## config.mk

```make
export PLATFORM = sky130hd
export DESIGN_NAME = axis_spm_vector_gen
export DESIGN_NICKNAME = d
export VERILOG_FILES = /design/src/rtl/axis_spm_vector_gen.sv
export SDC_FILE = /design/constraint.sdc
export NUM_CORES = 2
export LEC_CHECK = 0
export ABC_AREA = 1
export BUFFER_PORTS_ARGS = -buffer_cell sky130_fd_sc_hd__buf_2
export CORE_UTILIZATION = 35
export CTS_BUF_LIST = sky130_fd_sc_hd__clkbuf_4
export DETAILED_ROUTE_END_ITERATION = 10
export GPL_ROUTABILITY_DRIVEN = 0
export HOLD_SLACK_MARGIN = 0.12
export MAX_ROUTING_LAYER = met4
export SYNTH_ARGS = -nofsm -noshare
export SYNTH_HDL_FRONTEND = slang
export SYNTH_SLANG_ARGS = --single-unit
```

## constraint.sdc

```tcl
create_clock -name a_clk -period 14.8 [get_ports a_clk]
set_input_delay 1.48 -clock a_clk [delete_from_list [all_inputs] [get_ports a_clk]]
set_output_delay 1.48 -clock a_clk [all_outputs]
set_load 0.005 [all_outputs]
```

## src/rtl/axis_spm_vector_gen.sv

```systemverilog
// ---------------------------------------------------------------------------------------------
// axis_spm_vector_gen
//
// Vector stepper that produces the Xs/Ys/Zs/U component streams for the SPM control stage.
// A start loads each accumulator with its start coordinate. The vector then advances by a
// signed fractional increment per point, and each point is held for a programmable dwell.
// The streams are sampled continuously downstream, so tvalid rises with the first start and
// stays high until reset. Outputs hold their value while idle.
//
// Optional feature:
//   SPM_VECGEN_SATURATE_EN  defined   -> accumulators clamp to integer range
//                                        [-(2^(W-1)-1), 2^(W-1)-1]
//                           undefined -> two's-complement wrap-around
//
// Ports:
//   a_clk, a_rst              clock, asynchronous active-high reset
//   start, abort              level-sampled control
//   x/y/z/u_start             signed start coordinates (output LSB units)
//   dx/dy/dz/du               signed per-point increments, Q(QFRAC)
//   n_points, dwell           point count and clocks per point (0 is treated as 1)
//   M_AXIS_*_tdata/_tvalid    component streams
//   busy, done, point_index   status for the PS register bank
// ---------------------------------------------------------------------------------------------
module axis_spm_vector_gen #(
   parameter int unsigned SAXIS_TDATA_WIDTH = 32,
   parameter int unsigned QFRAC             = 16
) (
   input  logic                                a_clk,
   input  logic                                a_rst,
   input  logic                                start,
   input  logic                                abort,
   input  logic signed [SAXIS_TDATA_WIDTH-1:0] x_start,
   input  logic signed [SAXIS_TDATA_WIDTH-1:0] y_start,
   input  logic signed [SAXIS_TDATA_WIDTH-1:0] z_start,
   input  logic signed [SAXIS_TDATA_WIDTH-1:0] u_start,
   input  logic signed [31:0]                  dx,
   input  logic signed [31:0]                  dy,
   input  logic signed [31:0]                  dz,
   input  logic signed [31:0]                  du,
   input  logic        [31:0]                  n_points,
   input  logic        [31:0]                  dwell,
   output logic        [SAXIS_TDATA_WIDTH-1:0] M_AXIS_Xs_tdata,
   output logic                                M_AXIS_Xs_tvalid,
   output logic        [SAXIS_TDATA_WIDTH-1:0] M_AXIS_Ys_tdata,
   output logic                                M_AXIS_Ys_tvalid,
   output logic        [SAXIS_TDATA_WIDTH-1:0] M_AXIS_Zs_tdata,
   output logic                                M_AXIS_Zs_tvalid,
   output logic        [SAXIS_TDATA_WIDTH-1:0] M_AXIS_U_tdata,
   output logic                                M_AXIS_U_tvalid,
   output logic                                busy,
   output logic                                done,
   output logic        [31:0]                  point_index
);

   localparam int unsigned AW = SAXIS_TDATA_WIDTH + QFRAC;  // accumulator width
   localparam int unsigned SW = AW + 1;                     // sum width, one guard bit

`ifdef SPM_VECGEN_SATURATE_EN
   // Largest value whose integer part is +max, and the clamp points with zero fraction.
   localparam logic signed [SW-1:0] LimHi =
      {2'b00, {(SAXIS_TDATA_WIDTH-1){1'b1}}, {QFRAC{1'b1}}};
   localparam logic signed [SW-1:0] SatHi =
      {2'b00, {(SAXIS_TDATA_WIDTH-1){1'b1}}, {QFRAC{1'b0}}};
   localparam logic signed [SW-1:0] SatLo = -SatHi;
`endif

   typedef enum logic {StIdle, StRun} state_e;

   state_e                 state_q;
   logic signed [AW-1:0]   acc_x_q, acc_y_q, acc_z_q, acc_u_q;
   logic signed [31:0]     dx_q, dy_q, dz_q, du_q;
   logic        [31:0]     last_q;   // index of the final point
   logic        [31:0]     dwell_q;  // reload value, never 0
   logic        [31:0]     cnt_q;
   logic        [31:0]     point_q;
   logic                   tvalid_q, busy_q, done_q;

   logic        [31:0]     dwell_eff, last_eff;

   assign dwell_eff = (dwell == 32'd0) ? 32'd1 : dwell;
   assign last_eff  = (n_points == 32'd0) ? 32'd0 : n_points - 32'd1;

   function automatic logic signed [AW-1:0] acc_step(input logic signed [AW-1:0] acc,
                                                     input logic signed [31:0]   inc);
      logic signed [SW-1:0] sum;
      sum = SW'(acc) + SW'(inc);
`ifdef SPM_VECGEN_SATURATE_EN
      if (sum > LimHi) begin
         return SatHi[AW-1:0];
      end else if (sum < SatLo) begin
         return SatLo[AW-1:0];
      end
      return sum[AW-1:0];
`else
      // Plain wrap: the guard bit is dropped.
      return sum[AW-1:0];
`endif
   endfunction

   always_ff @(posedge a_clk or posedge a_rst) begin
      if (a_rst) begin
         state_q  <= StIdle;
         acc_x_q  <= '0;
         acc_y_q  <= '0;
         acc_z_q  <= '0;
         acc_u_q  <= '0;
         dx_q     <= '0;
         dy_q     <= '0;
         dz_q     <= '0;
         du_q     <= '0;
         last_q   <= '0;
         dwell_q  <= 32'd1;
         cnt_q    <= 32'd1;
         point_q  <= '0;
         tvalid_q <= 1'b0;
         busy_q   <= 1'b0;
         done_q   <= 1'b0;
      end else begin
         done_q <= 1'b0;
         case (state_q)
            StIdle: begin
               if (start && !abort) begin
                  acc_x_q  <= {x_start, {QFRAC{1'b0}}};
                  acc_y_q  <= {y_start, {QFRAC{1'b0}}};
                  acc_z_q  <= {z_start, {QFRAC{1'b0}}};
                  acc_u_q  <= {u_start, {QFRAC{1'b0}}};
                  dx_q     <= dx;
                  dy_q     <= dy;
                  dz_q     <= dz;
                  du_q     <= du;
                  last_q   <= last_eff;
                  dwell_q  <= dwell_eff;
                  cnt_q    <= dwell_eff;
                  point_q  <= '0;
                  tvalid_q <= 1'b1;
                  busy_q   <= 1'b1;
                  state_q  <= StRun;
               end
            end
            StRun: begin
               // Abort wins over both completion and stepping on the same edge.
               if (abort) begin
                  busy_q  <= 1'b0;
                  state_q <= StIdle;
               end else if (cnt_q != 32'd1) begin
                  cnt_q <= cnt_q - 32'd1;
               end else if (point_q == last_q) begin
                  busy_q  <= 1'b0;
                  done_q  <= 1'b1;
                  state_q <= StIdle;
               end else begin
                  point_q <= point_q + 32'd1;
                  acc_x_q <= acc_step(acc_x_q, dx_q);
                  acc_y_q <= acc_step(acc_y_q, dy_q);
                  acc_z_q <= acc_step(acc_z_q, dz_q);
                  acc_u_q <= acc_step(acc_u_q, du_q);
                  cnt_q   <= dwell_q;
               end
            end
            default: state_q <= StIdle;
         endcase
      end
   end

   // Integer part of each accumulator, i.e. floor of the fractional value.
   assign M_AXIS_Xs_tdata  = acc_x_q[QFRAC +: SAXIS_TDATA_WIDTH];
   assign M_AXIS_Ys_tdata  = acc_y_q[QFRAC +: SAXIS_TDATA_WIDTH];
   assign M_AXIS_Zs_tdata  = acc_z_q[QFRAC +: SAXIS_TDATA_WIDTH];
   assign M_AXIS_U_tdata   = acc_u_q[QFRAC +: SAXIS_TDATA_WIDTH];
   assign M_AXIS_Xs_tvalid = tvalid_q;
   assign M_AXIS_Ys_tvalid = tvalid_q;
   assign M_AXIS_Zs_tvalid = tvalid_q;
   assign M_AXIS_U_tvalid  = tvalid_q;
   assign busy             = busy_q;
   assign done             = done_q;
   assign point_index      = point_q;

endmodule

```

==> qor.yml <==
run_status:
  status: "complete, no violations"
worst_setup_path:
  critPathArrivalTime_ns: 5.60
  crit_type: "flip-flop to flip-flop"
  critPathCaptureType: "flip-flop"
  critPathLaunchType: "flip-flop"
  worstPathRequired_ns: 15.74
  cp_max_fo: 78
floorplanning:
  core_mm2: 0.111
  die_width_um: 337
  die_h_um: 337
  dieArea_mm2: 0.114
  rows: 122
  num_io_pins: 490
  initial_core_util_pct: 35.4
logic_synthesis:
  ys_async_sr_fraction_pct: 100
  yosys_most_used_dff: "dfrtp_1"
  synth_cell_types: 38
  syn_area_per_cell_um2: 5.86
  synth_edf_count: 0
  syn-instance-count: 6722
  ys_seq_elements: 452
  synth_warnings: 0
  syn_area_mm2: 0.0394
  ys_seq_area_share_pct: 28.7
  syn_nets: 7243
sta:
  setup_viol: 0
  period_needed_ns: 4.66
  max_slew.worst_pin.slew_ns: 1.07
  slew_headroom_pct: 28.7
  rsz0062_at_grt: "false"
  drv_slew: 0
  timing.fmax_ghz: 0.215
  timing.final.crit_share_pct: 31.5
  skew_ns: 0.0660
  fin_setup_tns_ns: 0
  hold_viol: 0
  worst_slack_ns: 10.14
cells_and_area:
  seqCellArea_mm2: 0.0113
  fillCellCount: 12558
  multi_input_area_mm2: 0.0224
  area_delta_synth_final_pct: 11.9
  drive_gt1_share_pct: 11.1
  nets: 7624
route:
  ant_nets: 0
  vias: 41381
  wl_per_cell_um: 16.0
  vias_per_cell: 4.76
  dr.first_iter.drc_count: 2988
  dr.pass1.iters: 6
  wl_um: 140000
  drcViolationCount: 0
global_route:
  grtUsageTotal_pct: 25.0
  grt-ovfl-total: 0
  grt_pass1_wl_um: 216000
  grt_pass1_vias: 39237
  antenna_found_initial: 9
  grt_max_degree: 151
clock_tree:
  worstSkewPairLatency_ns: 1.07
  path_clk_slew_ns: 0.07
  cts_sinks: 452
  cts.path.max_buffers: 3
  cts_tree: "yes"
  cts_buffers: 145
  cts-root-buf: "clkbuf_4"
  cts.htree.levels: 4
  ctsHoldBuffers: 0
  cts_setup_buffers: 0
  cts-resized-gates: 0
place:
  hpwlAfterDp_um: 108000
  io_buffers: 489
  place_ws_ns: 10.12
power_and_ir_drop:
  powerDensity_mw_per_mm2: 127
  power_leakage_nw: 25.7
  ir_drop_v: 0.0000566
min_path:
  hp-class: "flip-flop to flip-flop"
run:
  cap_violations: 0
==> final timing paths <==
path | from | end | slack, ns | cells past startpoint
max reg2reg | state_q$_DFF_PP0_ | acc_u_q[43]$_DFFE_PP0P_ | 10.14 | 10
min | dwell_q[31]$_DFFE_PP0P_ | dwell_q[31]$_DFFE_PP0P_ | 0.48 | 2
min in group asynchronous | a_rst | last_q[23]$_DFFE_PP0P_ | 0.51 | 2
min reg2reg | dwell_q[31]$_DFFE_PP0P_ | dwell_q[31]$_DFFE_PP0P_ | 0.48 | 2
max | state_q$_DFF_PP0_ | acc_u_q[43]$_DFFE_PP0P_ | 10.14 | 10
max in group asynchronous | a_rst | acc_y_q[5]$_DFFE_PP0P_ | 12.07 | 4
==> Yosys cell counts, types with 2 or more instances <==
cell / count / area, um2
nor4_1: 11 / 68.8
buf_4: 143 / 1070
inv_2: 4 / 15.0
ha_1: 193 / 2410
nand4_1: 60 / 375
xor2_1: 52 / 455
nor3_2: 3 / 30.0
nor3b_1: 3 / 22.5
a21oi_1: 162 / 811
and2_1: 2 / 12.5
nand2_1: 2885 / 10800
buf_2: 38 / 190
nand3b_1: 15 / 113
o21ai_0: 165 / 826
o211ai_1: 9 / 67.6
inv_1: 1077 / 4040
nor3_1: 51 / 255
buf_1: 2 / 7.51
xnor2_1: 57 / 499
dfrtp_1: 450 / 11300
nand3_1: 387 / 1940
o21bai_1: 16 / 120
a21o_1: 8 / 60.1
o22ai_1: 8 / 50.1
or2_2: 47 / 294
nor2_2: 8 / 50.1
fa_1: 4 / 80.1
dfstp_2: 2 / 52.6
nor2_4: 3 / 33.8
clkbuf_1: 88 / 330
and3_1: 2 / 12.5
o21ai_1: 46 / 230
nor2_1: 713 / 2680
buf_6: 4 / 45.0
==> registers in the layout (all words and copies together) (netlist names), 48 cells and up <==
name,count
acc_y_q,48
acc_z_q,48
acc_x_q,48
acc_u_q,48
==> per-stage QoR <==
step           utilization (%)  hold WS, ns  instances  cell area (um2)  total power (W)
6_report                  39.7        0.475       8700            44100          0.00561
3_5_place_dp              38.0        0.459       8444            42300          0.00428
4_1_cts                   39.6        0.468       8689            44000          0.00564
2_1_floorplan                -        0.442       6722            39400          0.00357
3_3_place_gp              38.0        0.453       8444            42300          0.00425
5_1_grt                   39.7        0.501       8699            44100          0.00610
==> where the power goes <==
part / total (W) / internal [W] / switching [W]
Clock: 0.00131 / 0.000689 / 0.000622
Combinational: 0.00260 / 0.000880 / 0.00172
Sequential: 0.00170 / 0.00147 / 0.000230
==> worst max-delay path, stage by stage, from the launching register on <==
cell,delay [ns]
dfrtp_4,0.75
inv_2,0.25
buf_4,0.41
nor2_2,0.91
nor2_4,0.08
nand2_8,0.30
buf_4,0.65
buf_4,0.77
nor2_1,0.12
nand2_1,0.11
nand2_1,0.05
==> kinds of logic after synthesis <==
kind of cell | synth area share [%]
compound gates | 5.52
fa+ha+maj | 6.34
simple gates | 42.5
xor+xnor | 2.42
flops | 28.7
buf+inv | 14.5
==> layout make-up <==
cell class                      instances  area share (%)
Antenna cell                           11          0.0625
Clock buffer                          200            3.41
Clock inverter                         45           0.664
Inverter                             1082            9.25
Multi-Input combinational cell       4913            50.8
Sequential cell                       452            25.7
Tap cell                             1488            4.22
Timing Repair Buffer                  509            5.95
==> placed cells by master, fill, tap and decap left out, types with 46 or more instances in the layout <==
| cell | instances |
|---|---|
| nand3_1 | 387 |
| or2_2 | 47 |
| a21oi_1 | 162 |
| clkbuf_4 | 200 |
| nand2_1 | 2885 |
| o21ai_1 | 46 |
| xnor2_1 | 57 |
| ha_1 | 193 |
| nor2_1 | 712 |
| dfrtp_1 | 449 |
| inv_1 | 1076 |
| nand4_1 | 60 |
| buf_2 | 489 |
| xor2_1 | 52 |
| o21ai_0 | 165 |
| nor3_1 | 51 |
==> per-layer routing <==
metal  vias to the layer above  wire, um  global-route usage, %
li1                      21161         -                      -
met3                       264      8410                   4.00
met4                         0      4260                   9.12
met2                      1286     63900                   40.0
met1                     18670     63000                   31.7
met5                         -         0                      -
Note: power is estimated with default switching activity, not from simulation.
